<file path="src/rtl/alu_pkg.sv">
// Shared encodings for the sequential ALU: opcodes, NZCV bit positions, FSM states.
package alu_pkg;

    localparam logic [2:0] OP_ADD = 3'b000;
    localparam logic [2:0] OP_ADC = 3'b001;
    localparam logic [2:0] OP_SUB = 3'b010;
    localparam logic [2:0] OP_SBC = 3'b011;
    localparam logic [2:0] OP_AND = 3'b100;
    localparam logic [2:0] OP_OR  = 3'b101;
    localparam logic [2:0] OP_XOR = 3'b110;
    localparam logic [2:0] OP_MUL = 3'b111;

    localparam int unsigned FLAG_N = 3;
    localparam int unsigned FLAG_Z = 2;
    localparam int unsigned FLAG_C = 1;
    localparam int unsigned FLAG_V = 0;

    localparam int unsigned ST_W    = 1;
    localparam logic [0:0]  ST_IDLE = 1'b0;
    localparam logic [0:0]  ST_MUL  = 1'b1;

endpackage

</file>
<file path="src/rtl/alu_mul_seq.sv">
// Shift-add multiplier: one partial product per cycle for WIDTH cycles.
// done/product are presented during the final iteration so the caller can capture on that edge.
module alu_mul_seq #(
    parameter int unsigned WIDTH = 16
) (
    input  logic               clk,
    input  logic               rst_n,
    input  logic               start,
    input  logic [WIDTH-1:0]   a,
    input  logic [WIDTH-1:0]   b,
    output logic               busy,
    output logic               done,
    output logic [2*WIDTH-1:0] product
);

    localparam int unsigned CNT_W = $clog2(WIDTH);
    localparam int unsigned PW    = 2 * WIDTH;

    logic             r_busy;
    logic [CNT_W-1:0] r_cnt;
    logic [PW-1:0]    r_acc;
    logic [PW-1:0]    r_mcand;
    logic [WIDTH-1:0] r_mplier;
    logic [PW-1:0]    w_acc_nxt;
    logic             w_last;

    assign w_acc_nxt = r_mplier[0] ? (r_acc + r_mcand) : r_acc;
    assign w_last    = (r_cnt == CNT_W'(WIDTH - 1));

    always_ff @(posedge clk) begin
        if (!rst_n) begin
            r_busy   <= 1'b0;
            r_cnt    <= '0;
            r_acc    <= '0;
            r_mcand  <= '0;
            r_mplier <= '0;
        end else if (start) begin
            r_busy   <= 1'b1;
            r_cnt    <= '0;
            r_acc    <= '0;
            r_mcand  <= PW'(a);
            r_mplier <= b;
        end else if (r_busy) begin
            r_acc    <= w_acc_nxt;
            r_mcand  <= r_mcand << 1;
            r_mplier <= r_mplier >> 1;
            r_cnt    <= r_cnt + CNT_W'(1);
            if (w_last) begin
                r_busy <= 1'b0;
            end
        end
    end

    assign busy    = r_busy;
    assign done    = r_busy && w_last;
    assign product = w_acc_nxt;

endmodule

</file>
<file path="src/rtl/alu_seq.sv">
// Registered ALU with NZCV flag register, valid/ready handshake and optional multi-cycle MUL.
module alu_seq
    import alu_pkg::*;
#(
    parameter int unsigned WIDTH  = 16,
    parameter bit          MUL_EN = 1'b1
) (
    input  logic             clk,
    input  logic             rst_n,
    input  logic             in_valid,
    output logic             in_ready,
    input  logic [2:0]       op,
    input  logic [WIDTH-1:0] a,
    input  logic [WIDTH-1:0] b,
    output logic             out_valid,
    input  logic             out_ready,
    output logic [WIDTH-1:0] result,
    output logic [3:0]       flags,
    input  logic             flag_wr,
    input  logic [3:0]       flag_wdata
);

    localparam int unsigned MSB   = WIDTH - 1;
    localparam int unsigned SUM_W = WIDTH + 1;

    logic [ST_W-1:0]    r_state;
    logic [ST_W-1:0]    w_state_nxt;
    logic               r_out_valid;
    logic [WIDTH-1:0]   r_result;
    logic [3:0]         r_flags;

    logic               w_out_valid_nxt;
    logic [WIDTH-1:0]   w_result_nxt;
    logic [3:0]         w_flags_nxt;
    logic               w_accept;
    logic               w_is_mul;
    logic               w_mul_start;
    logic               w_mul_busy;
    logic               w_mul_done;
    logic [2*WIDTH-1:0] w_product;
    logic [3:0]         w_mul_flags;

    logic [WIDTH-1:0]   w_addend;
    logic               w_cin;
    logic [SUM_W-1:0]   w_sum;
    logic [WIDTH-1:0]   w_alu_res;
    logic [3:0]         w_alu_flags;

    assign in_ready = (r_state == ST_IDLE) && (!r_out_valid || out_ready);
    assign w_accept = in_valid && in_ready;
    assign w_is_mul = MUL_EN && (op == OP_MUL);

    // Single-cycle add/logic path; carry-in comes from the flag register as it stands now.
    always_comb begin
        w_addend    = b;
        w_cin       = 1'b0;
        w_alu_res   = '0;
        w_alu_flags = r_flags;
        case (op)
            OP_ADC:  w_cin = r_flags[FLAG_C];
            OP_SUB:  begin w_addend = ~b; w_cin = 1'b1;           end
            OP_SBC:  begin w_addend = ~b; w_cin = r_flags[FLAG_C]; end
            default: ;
        endcase
        w_sum = {1'b0, a} + {1'b0, w_addend} + SUM_W'(w_cin);
        case (op)
            OP_AND:  w_alu_res = a & b;
            OP_OR:   w_alu_res = a | b;
            OP_XOR:  w_alu_res = a ^ b;
            default: begin
                w_alu_res           = w_sum[WIDTH-1:0];
                w_alu_flags[FLAG_C] = w_sum[WIDTH];
                w_alu_flags[FLAG_V] = (a[MSB] == w_addend[MSB]) && (w_alu_res[MSB] != a[MSB]);
            end
        endcase
        w_alu_flags[FLAG_N] = w_alu_res[MSB];
        w_alu_flags[FLAG_Z] = (w_alu_res == '0);
    end

    always_comb begin
        w_mul_flags         = 4'b0000;
        w_mul_flags[FLAG_N] = w_product[MSB];
        w_mul_flags[FLAG_Z] = (w_product[WIDTH-1:0] == '0);
        w_mul_flags[FLAG_C] = |w_product[2*WIDTH-1:WIDTH];
    end

    if (MUL_EN) begin : g_mul
        alu_mul_seq #(.WIDTH(WIDTH)) u_mul (
            .clk     (clk),
            .rst_n   (rst_n),
            .start   (w_mul_start),
            .a       (a),
            .b       (b),
            .busy    (w_mul_busy),
            .done    (w_mul_done),
            .product (w_product)
        );
    end else begin : g_no_mul
        logic w_unused_start;
        assign w_unused_start = w_mul_start;
        assign w_mul_busy     = 1'b0;
        assign w_mul_done     = 1'b0;
        assign w_product      = '0;
    end

    // Next-state and output-register update; a result write takes priority over flag_wr.
    always_comb begin
        w_state_nxt     = r_state;
        w_result_nxt    = r_result;
        w_flags_nxt     = flag_wr ? flag_wdata : r_flags;
        w_out_valid_nxt = r_out_valid && !out_ready;
        w_mul_start     = 1'b0;
        case (r_state)
            ST_IDLE: begin
                if (w_accept) begin
                    if (w_is_mul) begin
                        w_mul_start = 1'b1;
                        w_state_nxt = ST_MUL;
                    end else begin
                        w_result_nxt    = w_alu_res;
                        w_flags_nxt     = w_alu_flags;
                        w_out_valid_nxt = 1'b1;
                    end
                end
            end
            ST_MUL: begin
                if (w_mul_done) begin
                    w_result_nxt    = w_product[WIDTH-1:0];
                    w_flags_nxt     = w_mul_flags;
                    w_out_valid_nxt = 1'b1;
                    w_state_nxt     = ST_IDLE;
                end else if (!w_mul_busy) begin
                    w_state_nxt = ST_IDLE;
                end
            end
            default: w_state_nxt = ST_IDLE;
        endcase
    end

    always_ff @(posedge clk) begin
        if (!rst_n) begin
            r_state     <= ST_IDLE;
            r_out_valid <= 1'b0;
            r_result    <= '0;
            r_flags     <= 4'b0000;
        end else begin
            r_state     <= w_state_nxt;
            r_out_valid <= w_out_valid_nxt;
            r_result    <= w_result_nxt;
            r_flags     <= w_flags_nxt;
        end
    end

    assign out_valid = r_out_valid;
    assign result    = r_result;
    assign flags     = r_flags;

endmodule
</file>
<file path="config.mk">
export PLATFORM = sky130hd
export DESIGN_NAME = alu_seq
export DESIGN_NICKNAME = d
export VERILOG_FILES = /design/src/rtl/alu_pkg.sv /design/src/rtl/alu_mul_seq.sv /design/src/rtl/alu_seq.sv
export SDC_FILE = /design/constraint.sdc
export NUM_CORES = 1
export LEC_CHECK = 0
export ABC_AREA = 1
export CAP_MARGIN = 20
export CORE_UTILIZATION = 45
export CTS_CLUSTER_DIAMETER = 50
export CTS_CLUSTER_SIZE = 10
export DETAILED_ROUTE_END_ITERATION = 6
export PLACE_DENSITY = 0.73
export SYNTH_ARGS = -nofsm -noshare
export SYNTH_HDL_FRONTEND = slang
export SYNTH_SLANG_ARGS = --single-unit
</file>
<file path="constraint.sdc">
create_clock -name clk -period 3.79 [get_ports clk]
set_input_delay 1.137 -clock clk [delete_from_list [all_inputs] [get_ports clk]]
set_output_delay 1.137 -clock clk [all_outputs]
set_load 0.02 [all_outputs]
</file>
**Word-level counts from Yosys, hierarchy flattened**

Cells that the tools add are included.

- Flip-flop bits (word level): 107
- Logic and storage cells: 83
- Input port bits: 44
- Output and inout bits: 22

- Bitwise gates (word level): 6
- Mux-type cells: 31
- Equality and inequality tests: 14
- Add/subtract/negate cells: 4
- Reduce and logical (&&, ||, !) cells: 17

Operators with widths:

| operator | count |
|---|---|
| 2-to-1 mux 16 bit | 8 |
| case mux 16 bit (3 select lines) | 1 |
| adder 32 bit | 1 |
| logical NOT 16 bit | 2 |
| 2-to-1 mux 32 bit | 1 |
| case mux 16 bit (2 select lines) | 1 |
| adder 16 x 16 -> 17 bit | 1 |
| adder 17 x 1 -> 17 bit | 1 |
| AND 16 bit | 1 |
| 2-to-1 mux 4 bit | 4 |
| inverter 16 bit | 1 |
| OR 16 bit | 1 |
| OR reduction 16 bit | 1 |
| bitwise XOR 16 bit | 1 |
| equality test 3 bit, second input constant | 4 |
| 2-to-1 mux 1 bit | 11 |
| case mux 4 bit (2 select lines) | 1 |
| equality test 3 x 2 -> 1 bit, second input constant | 2 |
| case mux 1 bit (2 select lines) | 3 |
| OR reduction 2 bit | 3 |
| logical AND 1 bit | 5 |
| adder 4 x 1 -> 4 bit, second input constant | 1 |
| equality test 4 bit, second input constant | 1 |
| != test 2 bit, second input constant | 2 |
| other kinds (12) | 14 |

**Logic depth before layout (Yosys ltp)**

Gate-level depths: netlist (run 1).

- Depth after elaboration: 11
- Mapped depth: 21
- Gate-level depth less buffers: 20

**By module**

From an unflattened synthesis (run 1), not the netlist that was laid out.

- Cell total of the unflattened synthesis: 1577
- Area total of the unflattened synthesis: 9440.3 sq um

By module, submodules not included:

| module | cells an instance | area an instance (sq um) | sequential area each (sq um) | instances |
|---|---|---|---|---|
| alu_mul_seq | 1011 | 6033.3 | 1701.6 | 1 |
| alu_seq | 566 | 3407.0 | 440.4 | 1 |

**Least setup slack after synthesis (run 1)**

Ideal clock, no wire load.

- Path type: input -> register
- From: input port op[2]
- To: register r_flags[2] (netlist: flags[2])
- Stages on the path: 17
- Path buffers: 1
- Required time: 3.720 ns
- Arrival: 3.482 ns
- Path slack: 0.238 ns
- Library setup time: 0.070 ns
- Cell sequence: buf_4 -> inv_1 -> nand2_1 -> xor2_1 -> fa_1 -> inv_1 -> fa_1 -> or2_1 -> nand2_1 -> nand2_1 -> nor2_1 -> nand4_1 -> nor2_1 -> nand4_1 -> nand2_1 -> nand2_1 -> a21oi_1

- Cells in the longest elaborated chain, start to end: 10
- Elaborated cells between the ends (all ways): 18
- Classes of those cells: 2 x add/sub; 7 x eq/ne; 6 x mux; 3 x reduce/logical

RTL lines:

| what | RTL line | RTL |
|---|---|---|
| start, declared | alu_seq.sv:12 | `input logic [2:0] op,` |
| equality test 3 x 2 -> 1 bit | alu_seq.sv:59 | `case (op)` |
| OR reduction 2 bit (no line) | - |  |
| 2-to-1 mux 16 bit | - |  |
| adder 16 x 16 -> 17 bit | alu_seq.sv:65 | `w_sum = {1'b0, a} + {1'b0, w_addend} + SUM_W'(w_cin);` |
| adder 17 x 1 -> 17 bit | alu_seq.sv:65 |  |
| case mux 16 bit (3 select lines) | alu_seq.sv:66 | `case (op)` |
| logical NOT 16 bit | alu_seq.sv:77 | `w_alu_flags[FLAG_Z] = (w_alu_res == '0);` |
| 2-to-1 mux 4 bit * | alu_seq.sv:116 | `if (w_is_mul) begin` |
| 2-to-1 mux 4 bit * | alu_seq.sv:115 | `if (w_accept) begin` |
| case mux 4 bit (2 select lines) * | alu_seq.sv:113 | `case (r_state)` |
| end signal, assigned | alu_seq.sv:150 | `r_flags <= w_flags_nxt;` |
| end, declared | alu_seq.sv:30 | `logic [3:0] r_flags;` |

Mark *: on every way between the ends. The rest lies on a longest branch, timed or not.
A chain may end at the register's enable or synchronous reset.

**Final worst setup path (run 1)**

Ends and elaborated chain as after synthesis.

==> results of run 1 <==
synthesized netlist by cell type, types with 2 or more instances:
library cell and instances:
nand4_1 18, o21ai_2 2, clkinv_1 2, o2111ai_1 3, buf_4 3, fa_1 3, o221ai_1 3, inv_1 265
buf_1 5, clkbuf_1 29, xor2_1 22, a31oi_1 14, o211ai_1 26, nand2_2 8, nand3_2 2, nand3b_1 4
o21ai_0 74, mux2i_1 5, nor2_2 8, nand2_1 491, xnor2_1 4, buf_2 11, a221oi_1 10, o21a_1 2
nor2_1 122, buf_6 3, dfxtp_1 107, nand3_1 109, o21bai_1 11, a21oi_1 82, inv_2 9, ha_1 79
o21ai_1 6, or2_2 9, nor3_1 14, or2_1 6
worst max-delay path: stages:
cell,delay (ps)
clkdlybuf4s50_1,440
buf_4,180
nor2_1,100
o21ai_1,100
fa_1,390
inv_2,90
fa_2,430
or2_1,250
nand2_1,70
nand2_1,60
nor2_1,100
nand4_1,110
nor2_1,160
nand4_1,90
nand2_1,70
nand2_1,50
a21oi_1,110
cell usage in the layout (no fill, tap or decap), types with 4 or more instances in the layout:
cell type	Yosys	final
xor2_1	22	21
nand4_1	18	18
ha_1	79	79
o211ai_1	26	26
clkdlybuf4s50_1	0	64
nor2_1	122	121
nor2_2	8	8
nand3b_1	4	4
nand2_1	491	489
a21oi_1	82	82
dfxtp_1	107	106
xnor2_1	4	4
or2_2	9	9
or2_1	6	6
inv_1	265	263
o21bai_1	11	11
inv_2	9	11
o21ai_1	6	8
a31oi_1	14	13
nor3_1	14	14
o21ai_0	74	71
mux2i_1	5	5
nand2_2	8	9
clkbuf_16	0	9
nand3_1	109	109
a221oi_1	10	10
buf_4	3	78
kinds of logic (layout without fill, tap and decap cells):
group	count (synthesis)	after routing	share of synthesized area, %
fa+ha+maj	82	82	11.09
buf+inv	327	438	13.49
mux	6	6	0.6487
compound gates	238	238	14.69
xor+xnor	26	26	2.409
simple gates	795	795	35.00
flops	107	107	22.66
registers in the layout, indices dropped and copies added, names as in the netlist:
signal	cells
flags	4
g_mul.u_mul.busy	1
g_mul.u_mul.r_acc	32
g_mul.u_mul.r_cnt	4
g_mul.u_mul.r_mcand	32
g_mul.u_mul.r_mplier	16
out_valid	1
r_state	1
result	16
layout make-up:
class                           instances  area share (%)
Clock buffer                            9           2.015
Clock inverter                          7          0.5486
Inverter                              276           9.271
Multi-Input combinational cell       1147           54.34
Sequential cell                       107           19.18
Tap cell                              270           3.023
Timing Repair Buffer                  146           11.62
per-layer routing:
layer | share of wire [%] | track usage (%) | vias to the layer above
met5 | 0 | 0 | -
met4 | 2.3 | 7.423 | 0
met3 | 5.0 | 3.261 | 38
met2 | 45 | 47.04 | 281
met1 | 47 | 38.94 | 4690
li1 | - | - | 5216
worst min-delay path by stage:
stage	slack (ps)	cells past startpoint	startpoint	to
global route	490	2	g_mul.u_mul.r_mplier[15]$_SDFFE_PN0P_	g_mul.u_mul.r_mplier[15]$_SDFFE_PN0P_
floorplan	440	2	g_mul.u_mul.r_mplier[15]$_SDFFE_PN0P_	g_mul.u_mul.r_mplier[15]$_SDFFE_PN0P_
finish	470	2	g_mul.u_mul.r_mplier[10]$_SDFFE_PN0P_	g_mul.u_mul.r_mplier[10]$_SDFFE_PN0P_
CTS	470	2	g_mul.u_mul.r_mplier[10]$_SDFFE_PN0P_	g_mul.u_mul.r_mplier[10]$_SDFFE_PN0P_
detailed placement	460	2	g_mul.u_mul.r_mplier[10]$_SDFFE_PN0P_	g_mul.u_mul.r_mplier[10]$_SDFFE_PN0P_
global placement	450	2	g_mul.u_mul.r_mplier[10]$_SDFFE_PN0P_	g_mul.u_mul.r_mplier[10]$_SDFFE_PN0P_
power by group through the flow:
stage	logic, mW	registers, mW	clock network [mW]
2_1_floorplan	0.495	1.25	0
3_5_place_dp	0.917	1.23	0
3_3_place_gp	0.905	1.23	0
5_1_grt	1.03	1.21	0.988
4_1_cts	0.923	1.20	0.941
6_report	0.944	1.21	0.925
stage by stage:
step	util, %	setup slack [ps]	cell area [sq um]	hold slack, ps
floorplan	-	238.1	9452	441.1
CTS	54.46	132.4	11130	468.3
global placement	53.06	-147.2	10840	453.8
global route	54.70	-15.72	11170	492.6
detailed placement	53.06	-234.9	10840	456.3
finish	54.70	138.4	11170	468.7
==> results.yml, run 1 <==
routing:
  vias: 10225
  ant_nets: 0
  drt-wirelength-per-cell_um: 15.37
  dr.pass1.iters: 7
  drt-total-wl_um: 30150
  drt_iter0_markers: 701
  viasPerCell: 5.212
  drc: 3
placement:
  dpl.hpwl_um: 24270
  port-buffer-count: 65
  place_congestion: 0.9348
  dp.cells: 1946
logic_synthesis:
  synth_seq_area_share_pct: 22.66
  ys_warn_count: 0
  syn_nets: 1707
  synth-main-ff-cell: "dfxtp_1"
  syn-cell-area_sq_um: 9452
  synth_seq_cells: 107
  async_flop_share_pct: 0
  yosys.area.top_type: "dfxtp_1"
  yosysUniqueCellTypes: 46
  synthCells: 1581
  synth-edff-count: 0
  synth.top_cells.by_area: "dfxtp_1 23%, nand2_1 19%, inv_1 11%"
  yosysTopAreaCellShare_pct: 22.66
  synth_area_per_cell_sq_um: 5.978
floorplanning:
  die_y_um: 146.9
  fp-row-count: 52
  die_w_um: 146.9
  core_area_sq_um: 20430
  initial_utilization_pct: 46.26
  die-area_sq_um: 21590
  io_pins: 66
layout:
  register_area_sq_um: 2143
  area_delta_synth_final_pct: 18.23
  drive_gt1_share_pct: 8.806
  fin_cells: 1962
  n_antenna_cell: 0
  final_nets: 1813
  multi_input_area_sq_um: 6072
  fillCellCount: 2133
global_route:
  grt_use_total_pct: 28.37
  grt_max_degree: 93
  grt_pass1_wl_um: 48650
  antenna_found_initial: 0
  grt_pass1_vias: 9340
  overflow: 0
power_and_ir_drop:
  p_leak_nw: 5.734
  cellPowerDensity_nw_per_um2: 275.1
  ir_worst_vdd_mv: 0.2184
  p_int_mw: 2.023
  combPwrFrac_pct: 30.7
  p_sw_share_pct: 34.20
  power.switching_mw: 1.052
  total_power_mw: 3.075
  sequentialPowerShare_pct: 39.2
  p_clk_share_pct: 30.1
clocking:
  cts_resized: 0
  ctsHoldBuffers: 0
  cts_root_buffer: "clkbuf_16"
  cts_tree: "yes"
  cts_sinks: 107
  clkTransAtPathRegs_ps: 80
  clockBufferDepth: 2
  h-tree-depth: 3
  cts_setup_buffers: 0
  clk_latency_ps: 370
  numCtsBuffers: 9
critical_path:
  worstSetupEndpoint: "flags[2]$_SDFF_PN0_"
  regToRegEndpoint: "flags[1]$_SDFFE_PN0P_"
  reg2reg_slack_ps: 590
  crit_type: "in2reg"
  cp.arrival_ps: 3940
  rr_worst_depth: 19
  cp_max_fo: 7
  cp-startpoint: "op[2]"
  rr_startpoint: "g_mul.u_mul.r_mcand[0]$_SDFFE_PN0P_"
  start_kind: "input port"
  critPathCaptureType: "flip-flop"
  required_ps: 4080
flow_run:
  maxCapViolations: 0
min_path:
  min_path_type: "reg2reg"
sta:
  tightestPinTransition_ps: 920.7
  relSlewSlack_pct: 38.62
  fmax_mhz: 273.9
  slew_violations: 0
  setup_viol: 0
  finalCriticalPeriod_ps: 3652
  final-hold-violation-count: 0
  fin_setup_tns_ps: 0
  finalCritPeriodShare_pct: 96.35
  skew_ps: 13.46
status:
  violations: "DRC"
  run_status: "complete, but fails checks"
Note: power is estimated with default switching activity, not from simulation.
==> run 2, diff against run 1 <==
--- a/config.mk
+++ b/config.mk
@@ -7,6 +7,7 @@
 export LEC_CHECK = 0
 export ABC_AREA = 1
 export CAP_MARGIN = 20
+export CORE_MARGIN = 2
 export CORE_UTILIZATION = 45
 export CTS_CLUSTER_DIAMETER = 50
 export CTS_CLUSTER_SIZE = 10
==> constraint.sdc (replaced) <==
create_clock -name clk -period 3.79 [get_ports clk]
set_input_delay 0.758 -clock clk [delete_from_list [all_inputs] [get_ports clk]]
set_output_delay 0.758 -clock clk [all_outputs]
set_load 0.02 [all_outputs]
==> run 2 against run 1 <==
- the flow now finishes without violations
- critical path depth grew 1
- clock-buffer cell count unchanged
- total power shrank 1.2%
- highest routed layer unchanged
- routed wire length down 4.1%
- cell count is 2.6% lower
- hold slack better by 0.72 ps
- first-iteration DRC count shrank 7.7%
- via count fell by 2.9%
- largest power group unchanged
- clock power up 9%
==> results.yml, run 2 (synthesized netlist as in run 1, its figures left out) <==
status:
  run_status: "completed"
critical_path:
  start_kind: "input port"
  critPathCaptureType: "flip-flop"
  cp_cell_sequence: "clkdlybuf4s50_1 -> nor2_1 -> nor2_1 -> o21ai_0 -> fa_1 -> inv_1 -> fa_1 -> xnor2_1 -> nor2_1 -> nor2_1 -> nand3_1 -> nor2_1 -> nand4_1 -> nor2_1 -> nand4_1 -> nand2_1 -> nand2_1 -> a21oi_1"
  crit_type: "in2reg"
  cp_max_fo: 5
  path_buf_inv: 2
  cpMaxStageDelayCell: "clkdlybuf4s50_1"
  critPathMaxStageDelay_ps: 500
  required_ps: 4090
  cp.arrival_ps: 3740
  critPathTopFamily: "simple AND/OR/NAND/NOR gates"
  crit_top_cell: "nor2_1"
global_route:
  grt_max_degree: 93
  grt_pass1_vias: 9168
  grt_pass1_wl_um: 46930
  grt_use_total_pct: 26.59
  antenna_found_initial: 0
  overflow: 0
clocking:
  ctsHoldBuffers: 0
  clockBufferDepth: 2
  cts_root_buffer: "clkbuf_16"
  clkTransAtPathRegs_ps: 80
  cts_resized: 0
  cts_sinks: 107
  clk_latency_ps: 370
  numCtsBuffers: 9
  cts_setup_buffers: 0
  cts_tree: "yes"
  h-tree-depth: 3
routing:
  drt_iter0_markers: 647
  drt-wirelength-per-cell_um: 15.13
  route.met2.wl_um: 13050
  wirelength_met1_um: 13360
  viasPerCell: 5.196
  vias: 9929
  drc: 0
  wl_met3_um: 1477
  ant_nets: 0
  dr.pass1.iters: 5
  routed.top_layer: "met4"
  drt-total-wl_um: 28910
power_and_ir_drop:
  p_int_mw: 2.017
  sequentialPowerShare_pct: 39.7
  p_leak_nw: 5.467
  total_power_mw: 3.038
  power.switching_mw: 1.021
  p_sw_share_pct: 33.61
  combPwrFrac_pct: 27.0
  p_clk_share_pct: 33.2
  ir_worst_vdd_mv: 0.1786
  cellPowerDensity_nw_per_um2: 283.1
sta:
  tightestPinTransition_ps: 892.9
  holdWs_ps: 469.4
  setup_viol: 0
  relSlewSlack_pct: 40.41
  fmax_mhz: 291.0
  finalCritPeriodShare_pct: 90.68
  finalCriticalPeriod_ps: 3437
  slew_violations: 0
  fin_setup_tns_ps: 0
  skew_ps: 14.99
  final-hold-violation-count: 0
  rsz0062_at_grt: "no"
layout:
  fin_cells: 1911
  drive_gt1_share_pct: 5.134
  biggestRegsByFlops: "g_mul.u_mul.r_acc x32, g_mul.u_mul.r_mcand x32"
  n_antenna_cell: 0
  final_nets: 1757
  multi_input_area_sq_um: 6040
  register_area_sq_um: 2143
  fillCellCount: 2172
  layout_commonest_cell: "nand2_1"
  fin_area_sq_um: 10730
  area_delta_synth_final_pct: 13.54
  most-common-layout-cells: "491 x nand2_1, 265 x inv_1, 122 x nor2_1"
floorplanning:
  initial_utilization_pct: 45.39
  die_w_um: 148.9
  io_pins: 66
  fp-row-count: 53
  die_y_um: 148.9
  die-area_sq_um: 22180
  core_area_sq_um: 20820
placement:
  postPlaceCellArea_sq_um: 10410
  dpl.hpwl_um: 22930
  place_congestion: 0.9947
  port-buffer-count: 65
  dp.cells: 1895
min_path:
  min_path_type: "reg2reg"
flow_run:
  maxCapViolations: 0
[run 2: final cells by class]
cell class | instances | area share [%]
flip-flops and latches | 107 | 19.97
inverters | 276 | 9.654
clock inverters | 7 | 0.8628
repair buffers | 90 | 7.928
multi-input cells | 1147 | 56.28
clock buffers | 9 | 2.099
well taps | 275 | 3.206
[run 2: metal layers]
layer | track usage, % | up-vias
met1 | 35.36 | 4484
met3 | 3.670 | 51
met4 | 10.29 | 0
li1 | - | 5125
met2 | 43.69 | 269
met5 | 0 | -
[run 2: worst paths after layout]
path	startpoint	cells past startpoint	endpoint	slack, ps
setup / recovery	op[0]	18	flags[2]$_SDFF_PN0_	350
hold / removal	g_mul.u_mul.r_mplier[15]$_SDFFE_PN0P_	2	g_mul.u_mul.r_mplier[15]$_SDFFE_PN0P_	470
hold reg to reg	g_mul.u_mul.r_mplier[15]$_SDFFE_PN0P_	2	g_mul.u_mul.r_mplier[15]$_SDFFE_PN0P_	470
setup reg to reg	g_mul.u_mul.r_mcand[0]$_SDFFE_PN0P_	19	flags[1]$_SDFFE_PN0P_	500
[run 2: tightest hold or removal path, stage by stage (launching register included)]
cell	delay, ps
dfxtp_1	310
nand2_1	60
a21oi_1	50
[run 2: power by group through the flow]
stage,combinational (mW),sequential (mW),clock [mW]
after floorplan,0.495,1.25,0
after global placement,0.803,1.23,0
after detailed placement,0.809,1.23,0
after CTS,0.815,1.21,1.03
after global routing,0.915,1.21,1.07
final,0.821,1.21,1.01
[run 2: metrics by stage]
step                setup WS [ps]  util, %
CTS                         394.1    51.54
floorplan                   617.1        -
global route                75.82    51.54
finish                      353.2    51.54
detailed placement          20.86    50.01
global placement            73.04    50.01
